File: src/rtl/data_memory_arbiter_pkg.sv
// rtl/data_memory_arbiter_pkg.sv - shared state encoding and default widths for the memory arbiter
package data_memory_arbiter_pkg;

  localparam int ADDR_W_DEF = 8;
  localparam int DATA_W_DEF = 8;

  typedef enum logic [1:0] {
    IDLE = 2'd0,
    BUSY = 2'd1,
    DONE = 2'd2
  } state_t;

endpackage

File: src/rtl/data_memory_arbiter_rr_arb2.sv
// rtl/data_memory_arbiter_rr_arb2.sv - two-way round-robin pick
module rr_arb2 (
  input  logic req0,
  input  logic req1,
  input  logic ptr,
  output logic id,
  output logic valid
);

  // A lone request wins outright; a tie goes to the requester named by ptr.
  always_comb begin
    valid = req0 | req1;
    id    = (req0 & req1) ? ptr : req1;
  end

endmodule

File: src/rtl/data_memory_arbiter.sv
// rtl/data_memory_arbiter.sv - shares one single-port data memory between two requesters
module data_memory_arbiter
  import data_memory_arbiter_pkg::*;
#(
  parameter int ADDR_W = ADDR_W_DEF,
  parameter int DATA_W = DATA_W_DEF
) (
  input  logic              clk,
  input  logic              rst,
  input  logic              req0,
  input  logic              we0,
  input  logic [ADDR_W-1:0] addr0,
  input  logic [DATA_W-1:0] wdata0,
  input  logic              req1,
  input  logic              we1,
  input  logic [ADDR_W-1:0] addr1,
  input  logic [DATA_W-1:0] wdata1,
  output logic              gnt0,
  output logic              gnt1,
  output logic              done0,
  output logic              done1,
  output logic [DATA_W-1:0] rdata,
  output logic              mem_wr,
  output logic              mem_rd,
  output logic [ADDR_W-1:0] mem_add,
  output logic [DATA_W-1:0] mem_din,
  input  logic [DATA_W-1:0] mem_dout
);

  state_t            state;
  logic              ptr;
  logic              lat_id;
  logic              lat_we;

  logic              win_id;
  logic              win_valid;
  logic              win_we;
  logic [ADDR_W-1:0] win_addr;
  logic [DATA_W-1:0] win_wdata;

  rr_arb2 u_rr_arb2 (
    .req0  (req0),
    .req1  (req1),
    .ptr   (ptr),
    .id    (win_id),
    .valid (win_valid)
  );

  always_comb begin
    win_we    = win_id ? we1    : we0;
    win_addr  = win_id ? addr1  : addr0;
    win_wdata = win_id ? wdata1 : wdata0;
  end

  // mem_add/mem_din double as the latched address and write data; they are
  // loaded on the sampling edge and cleared when BUSY ends.
  always_ff @(posedge clk or posedge rst) begin
    if (rst) begin
      state   <= IDLE;
      ptr     <= 1'b0;
      lat_id  <= 1'b0;
      lat_we  <= 1'b0;
      rdata   <= '0;
      gnt0    <= 1'b0;
      gnt1    <= 1'b0;
      done0   <= 1'b0;
      done1   <= 1'b0;
      mem_wr  <= 1'b0;
      mem_rd  <= 1'b0;
      mem_add <= '0;
      mem_din <= '0;
    end else begin
      case (state)
        IDLE: begin
          done0 <= 1'b0;
          done1 <= 1'b0;
          if (win_valid) begin
            lat_id  <= win_id;
            lat_we  <= win_we;
            gnt0    <= ~win_id;
            gnt1    <= win_id;
            mem_wr  <= win_we;
            mem_rd  <= ~win_we;
            mem_add <= win_addr;
            mem_din <= win_wdata;
            state   <= BUSY;
          end
        end
        BUSY: begin
          if (!lat_we) begin
            rdata <= mem_dout;
          end
          gnt0    <= 1'b0;
          gnt1    <= 1'b0;
          mem_wr  <= 1'b0;
          mem_rd  <= 1'b0;
          mem_add <= '0;
          mem_din <= '0;
          done0   <= ~lat_id;
          done1   <= lat_id;
          state   <= DONE;
        end
        DONE: begin
          done0 <= 1'b0;
          done1 <= 1'b0;
          ptr   <= ~lat_id;
          state <= IDLE;
        end
        default: begin
          state <= IDLE;
        end
      endcase
    end
  end

endmodule

File: config.mk
export PLATFORM = sky130hd
export DESIGN_NAME = data_memory_arbiter
export DESIGN_NICKNAME = d
export VERILOG_FILES = /design/src/rtl/data_memory_arbiter_pkg.sv /design/src/rtl/data_memory_arbiter_rr_arb2.sv /design/src/rtl/data_memory_arbiter.sv
export SDC_FILE = /design/constraint.sdc
export NUM_CORES = 1
export LEC_CHECK = 0
export BUFFER_PORTS_ARGS = -buffer_cell sky130_fd_sc_hd__buf_4
export CORE_MARGIN = 5
export CORE_UTILIZATION = 45
export DETAILED_ROUTE_END_ITERATION = 10
export PLACE_DENSITY = 0.78
export REMOVE_ABC_BUFFERS = 1
export SLEW_MARGIN = 20
export SYNTH_ARGS = -nofsm -noshare
export SYNTH_HDL_FRONTEND = slang
export SYNTH_HIERARCHICAL = 1
export SYNTH_SLANG_ARGS = --single-unit
File: constraint.sdc
create_clock -name clk -period 1.65 [get_ports clk]
set_clock_uncertainty 0.2 [all_clocks]
set_input_delay 0.0825 -clock clk [delete_from_list [all_inputs] [get_ports clk]]
set_output_delay 0.0825 -clock clk [all_outputs]
set_load 0.02 [all_outputs]
## Word level (Yosys, flattened, before mapping)

Index checks and enable logic that the tools add are counted.

| storage, ports and cells | value |
|---|---|
| register bits | 35 |
| input port bits | 46 |
| word-level logic and storage cells | 49 |

| operators by class | value |
|---|---|
| eq/ne operators | 3 |
| muxes and demuxes | 20 |
| bitwise operators | 6 |
| reductions and logical operators | 7 |

Operators with widths:

| cell | number |
|---|---|
| 8-bit 2-to-1 mux | 4 |
| 8-bit case mux with 2 select lines | 2 |
| 1-bit case mux with 2 select lines | 6 |
| 1-bit 2-to-1 mux | 6 |
| 2-bit AND reduction | 3 |
| 1-bit inverter | 4 |
| 2-bit case mux with 2 select lines | 1 |
| 2-bit nonzero test | 2 |
| 2-bit by 1-bit equality test with 1-bit output (second input constant) | 1 |
| 2-bit equality test (second input constant) | 1 |
| 2-bit logical NOT | 1 |
| 2-bit 2-to-1 mux | 1 |
| 2-bit by 1-bit inequality test with 1-bit output (second input constant) | 1 |
| 2-bit OR reduction | 1 |
| 1-bit AND | 1 |
| 1-bit OR | 1 |

## Depth between registers and ports, before layout

| logic depth | value |
|---|---|
| depth in word-level cells | 6 |
| gate-level depth with buffers | 6 |
| gate-level depth less buffers | 5 |

## Hierarchy

Netlist, hierarchy kept.

Modules (own cells, without submodules):

| module | times used | cells an instance | area an instance (um2) |
|---|---|---|---|
| data_memory_arbiter | 1 | 126 | 1552.7 |
| rr_arb2 | 1 | 3 | 17.5 |

## Worst setup path after synthesis

No wires, ideal clock.

| path | value |
|---|---|
| path type | flip-flop to flip-flop |
| from | register ptr |
| to | register mem_din[0] |
| library setup time | 119 ps |
| arrival | 1222 ps |
| required time | 1331 ps |
| setup slack | 109 ps |
| cell stages (with the launch flop) | 7 |
| buffers on the path | 2 |
| clock period less this slack | 1541 ps |
| path through | dfrtp_1 -> inv_1 -> a21boi_1 -> buf_2 -> buf_4 -> mux2i_1 -> o21ai_2 |

| between the ends | value |
|---|---|
| longest elaborated chain between the ends | 4 |

RTL lines:

| element | RTL line | RTL |
|---|---|---|
| from (decl) | data_memory_arbiter.sv:31 | `logic ptr;` |
| from (signal assigned) | data_memory_arbiter.sv:106 | `ptr <= ~lat_id;` |
| 1-bit 2-to-1 mux | data_memory_arbiter_rr_arb2.sv:13 | `id = (req0 & req1) ? ptr : req1;` |
| net win_id | data_memory_arbiter.sv:35 | `logic win_id;` |
| 8-bit 2-to-1 mux | data_memory_arbiter.sv:52 | `win_wdata = win_id ? wdata1 : wdata0;` |
| 8-bit 2-to-1 mux | data_memory_arbiter.sv:77 | `if (win_valid) begin` |
| 8-bit case mux with 2 select lines | data_memory_arbiter.sv:73 | `case (state)` |
| to (signal assigned) | data_memory_arbiter.sv:85 | `mem_din <= win_wdata;` |
| to (decl) | data_memory_arbiter.sv:26 | `output logic [DATA_W-1:0] mem_din,` |

The timed path passes the listed nets, and every way through them passes these cells. The select of a mux whose other input is x is not followed.
A chain may end at the register's enable or synchronous reset.

## Final worst setup path

| path | value |
|---|---|
| from | register state[0] |
| to | register mem_din[6] |

| between the ends | value |
|---|---|
| longest elaborated chain between the ends | 3 |

RTL lines:

| element | RTL line | RTL |
|---|---|---|
| from (decl) | data_memory_arbiter.sv:30 | `state_t state;` |
| from (signal assigned) | data_memory_arbiter.sv:59 | `state <= IDLE;` |
| from (signal assigned) | data_memory_arbiter.sv:86 | `state <= BUSY;` |
| from (signal assigned) | data_memory_arbiter.sv:101 | `state <= DONE;` |
| 2-bit logical NOT / 2-bit by 1-bit equality test with 1-bit output (equally long branches) | data_memory_arbiter.sv:73 |  |
| 2-bit by 1-bit inequality test with 1-bit output (no source line) / 2-bit nonzero test (equally long branches) | -- |  |
| 2-bit AND reduction (no source line) | -- |  |

Parallel ways exist; a longest one is shown, timed or not.

==> results.cfg <==
[run_status]
status = complete, no violations

[detailed_routing]
drc = 0
first_pass_iters = 4
via_per_inst = 4.77
antenna_left = 0
wl_per_cell_um = 14.9
drt-initial-drc-count = 63
vias = 1450
routed_wl_um = 4520

[worst_setup_path]
path_cells = or3b_4 -> buf_12 -> o21ai_2
start_kind = register
r2r_end = mem_din[6]$_DFFE_PP0P_
criticalPathCategory = reg -> reg
cpMaxStageDelayCell = or3b_4
path_max_fanout = 13
max_stage_delay_ns = 0.50
rrSetupSlack_ns = 0.08
required_ns = 1.73
crit_arrival_ns = 1.64
reg2reg_depth = 3
end_kind = register
rr_startpoint = state[0]$_DFFE_PP0P_

[timing]
slew-limit-headroom = 0.701
max_freq_mhz = 638
rsz0062_at_grt = no
worst_pin_slew_ns = 0.447
final_max_slew_viol_count = 0
period_share = 0.950
finalHoldViolations = 0
finalSetupViolations = 0
timing.final.crit_period_ns = 1.57

[run]
drv_cap = 0

[floorplan]
die_h_um = 69.1
start_util = 0.467
coreArea_sq_mm = 0.00336
die_w_um = 69.1
ios = 76
num_rows = 21
die_area_sq_mm = 0.00477

[clock_network]
clkSinkCount = 35
cts_buffer_depth = 2
cts_max_level = 2
cts_tree = yes
cts_made_buffers = 5
path_clk_slew_ns = 0.11
clk_latency_ns = 0.34
cts-root-buf = clkbuf_4

[logic_synthesis]
netlist_area_sq_mm = 0.00157
syn_avg_cell_area_sq_um = 12.2
ys_seq_area_frac = 0.558
synth_simple_gate_area_share = 0.101
synth_fa_ha_area_frac = 0
synth_top_family_by_area = multiplexers
synth_mux_area_frac = 0.172
synth_cell_types = 24
synth_seq_cells = 35
synth-compound-area-share = 0.131
synth_xor_xnor_area_share = 0
synth_warnings = 6
synth_cells = 129

[pwr]
p_leak_nw = 1.36
power.density_mw_per_mm2 = 1550
ir_drop_mv = 0.824
p_total_mw = 4.29

[place]
portBuffers = 75
dp_hpwl_um = 2860
place.gp.congestion = 0.789

[final_layout]
layout.nets = 303
area_delta_synth_final_pct = 76.4
drive_gt1_frac = 0.481
final_common_cell = buf_4
n_antenna_cell = 0
layout_common_cells = buf_4 (80), dlygate4sd3_1 (44), dfrtp_1 (35)
finish.utilization = 0.824

[worst_hold_path]
min_delay_path_depth = 4
min_to = gnt0$_DFFE_PP0P_
hp-class = in -> reg
hp-start = req1

[grt]
first_global_vias = 1608
gr-total-overflow = 0
grtUsageMet3 = 0.0640
grt_max_degree = 36
use_met2 = 0.364
grt_pass1_wl_um = 7640
grtUsageTotal = 0.204
use_met1 = 0.220
top_usage_layer = met2
antenna_found_initial = 0
## report_power, final
group	internal [mW]	switching [mW]	total [mW]
registers	1.23	0.236	1.47
clock network	0.358	0.291	0.649
logic	1.03	1.14	2.17
## kinds of logic (layout without fill, tap and decap cells)
logic type             Yosys count  after routing
and+or+nand+nor                 33             33
muxes                           26             26
buffers and inverters           10            139
DFF                             35             35
AOI/OAI and AO/OA               25             25
## stage by stage
stage	hold WS (ns)	setup TNS [ns]	area, sq um	std cells	setup slack, ns
finish	0.0392	0	2770	304	0.0818
CTS	0.0293	0	2760	304	0.0191
global placement	0.00118	0	2230	252	0.130
global route	0.0467	0	2770	304	0.0135
detailed placement	0.0118	0	2230	252	0.0318
floorplan	0.0342	-15.42	1530	124	-0.878
## final cells by class
class | instances | area (sq um)
Timing Repair Buffer | 126 | 1080
Sequential cell | 35 | 876
Multi-Input combinational cell | 84 | 651
Fill cell | 205 | 593
Tap cell | 46 | 57.6
Clock buffer | 6 | 51.3
Clock inverter | 2 | 35.0
Inverter | 5 | 18.8
## how the worst max path moves through the flow
stage                         start                endpoint
2_1_floorplan       ptr$_DFFE_PP0N_      lat_we$_DFFE_PP0P_
3_3_place_gp                   req1  mem_add[5]$_DFFE_PP0P_
3_5_place_dp                   req1  mem_din[5]$_DFFE_PP0P_
4_1_cts        state[0]$_DFFE_PP0P_  mem_din[5]$_DFFE_PP0P_
5_1_grt             ptr$_DFFE_PP0N_  mem_din[1]$_DFFE_PP0P_
6_report       state[0]$_DFFE_PP0P_  mem_din[6]$_DFFE_PP0P_
## cell usage after synthesis
cell type  instances  share of area
nor2b_1            1         0.0040
mux2_2             8          0.057
o21a_1             1         0.0048
buf_6              2          0.014
nor2_4             1         0.0072
and2_1             1         0.0040
inv_1              4         0.0096
mux2i_1           18           0.11
nand2b_2           1         0.0056
dfrtp_1           35           0.56
o21ai_2           18           0.10
or3b_4             1         0.0072
o21bai_2           1         0.0072
o21ai_0            3         0.0096
buf_2              2         0.0064
nand3_2            1         0.0064
inv_2              1         0.0024
o31ai_1            1         0.0048
or2_1              1         0.0040
a21boi_1           1         0.0048
nand2_1           24          0.057
nand3_1            1         0.0032
buf_4              1         0.0048
nor2_1             1         0.0024
## registers in the layout (all words and copies together) (netlist names)
register  cells
mem_add       8
mem_din       8
rdata         8
state         2
done0         1
done1         1
gnt0          1
gnt1          1
lat_id        1
lat_we        1
mem_rd        1
mem_wr        1
ptr           1
## critical path: cells and delay by family (launching register included)
kind | cells | cell delay (ns)
and+or+nand+nor | 1 | 0.50
AOI/OAI and AO/OA | 1 | 0.14
DFF | 1 | 0.46
buffers and inverters | 1 | 0.20
## timing repair
| action | CTS | global route |
|---|---|---|
| hold endpoints to repair | 65 | 0 |
| setup buffers | 0 | 0 |
| resized for setup | 0 | 2 |
| setup endpoints to repair | 0 | 3 |
| hold buffers | 44 | 0 |
## layer usage
| metal | vias to the layer above | routed length [um] |
|---|---|---|
| met5 | - | 0 |
| met4 | 0 | 108 |
| met3 | 11 | 295 |
| met2 | 51 | 2400 |
| met1 | 689 | 1720 |
| li1 | 699 | - |
(Power assumes the default switching activity.)
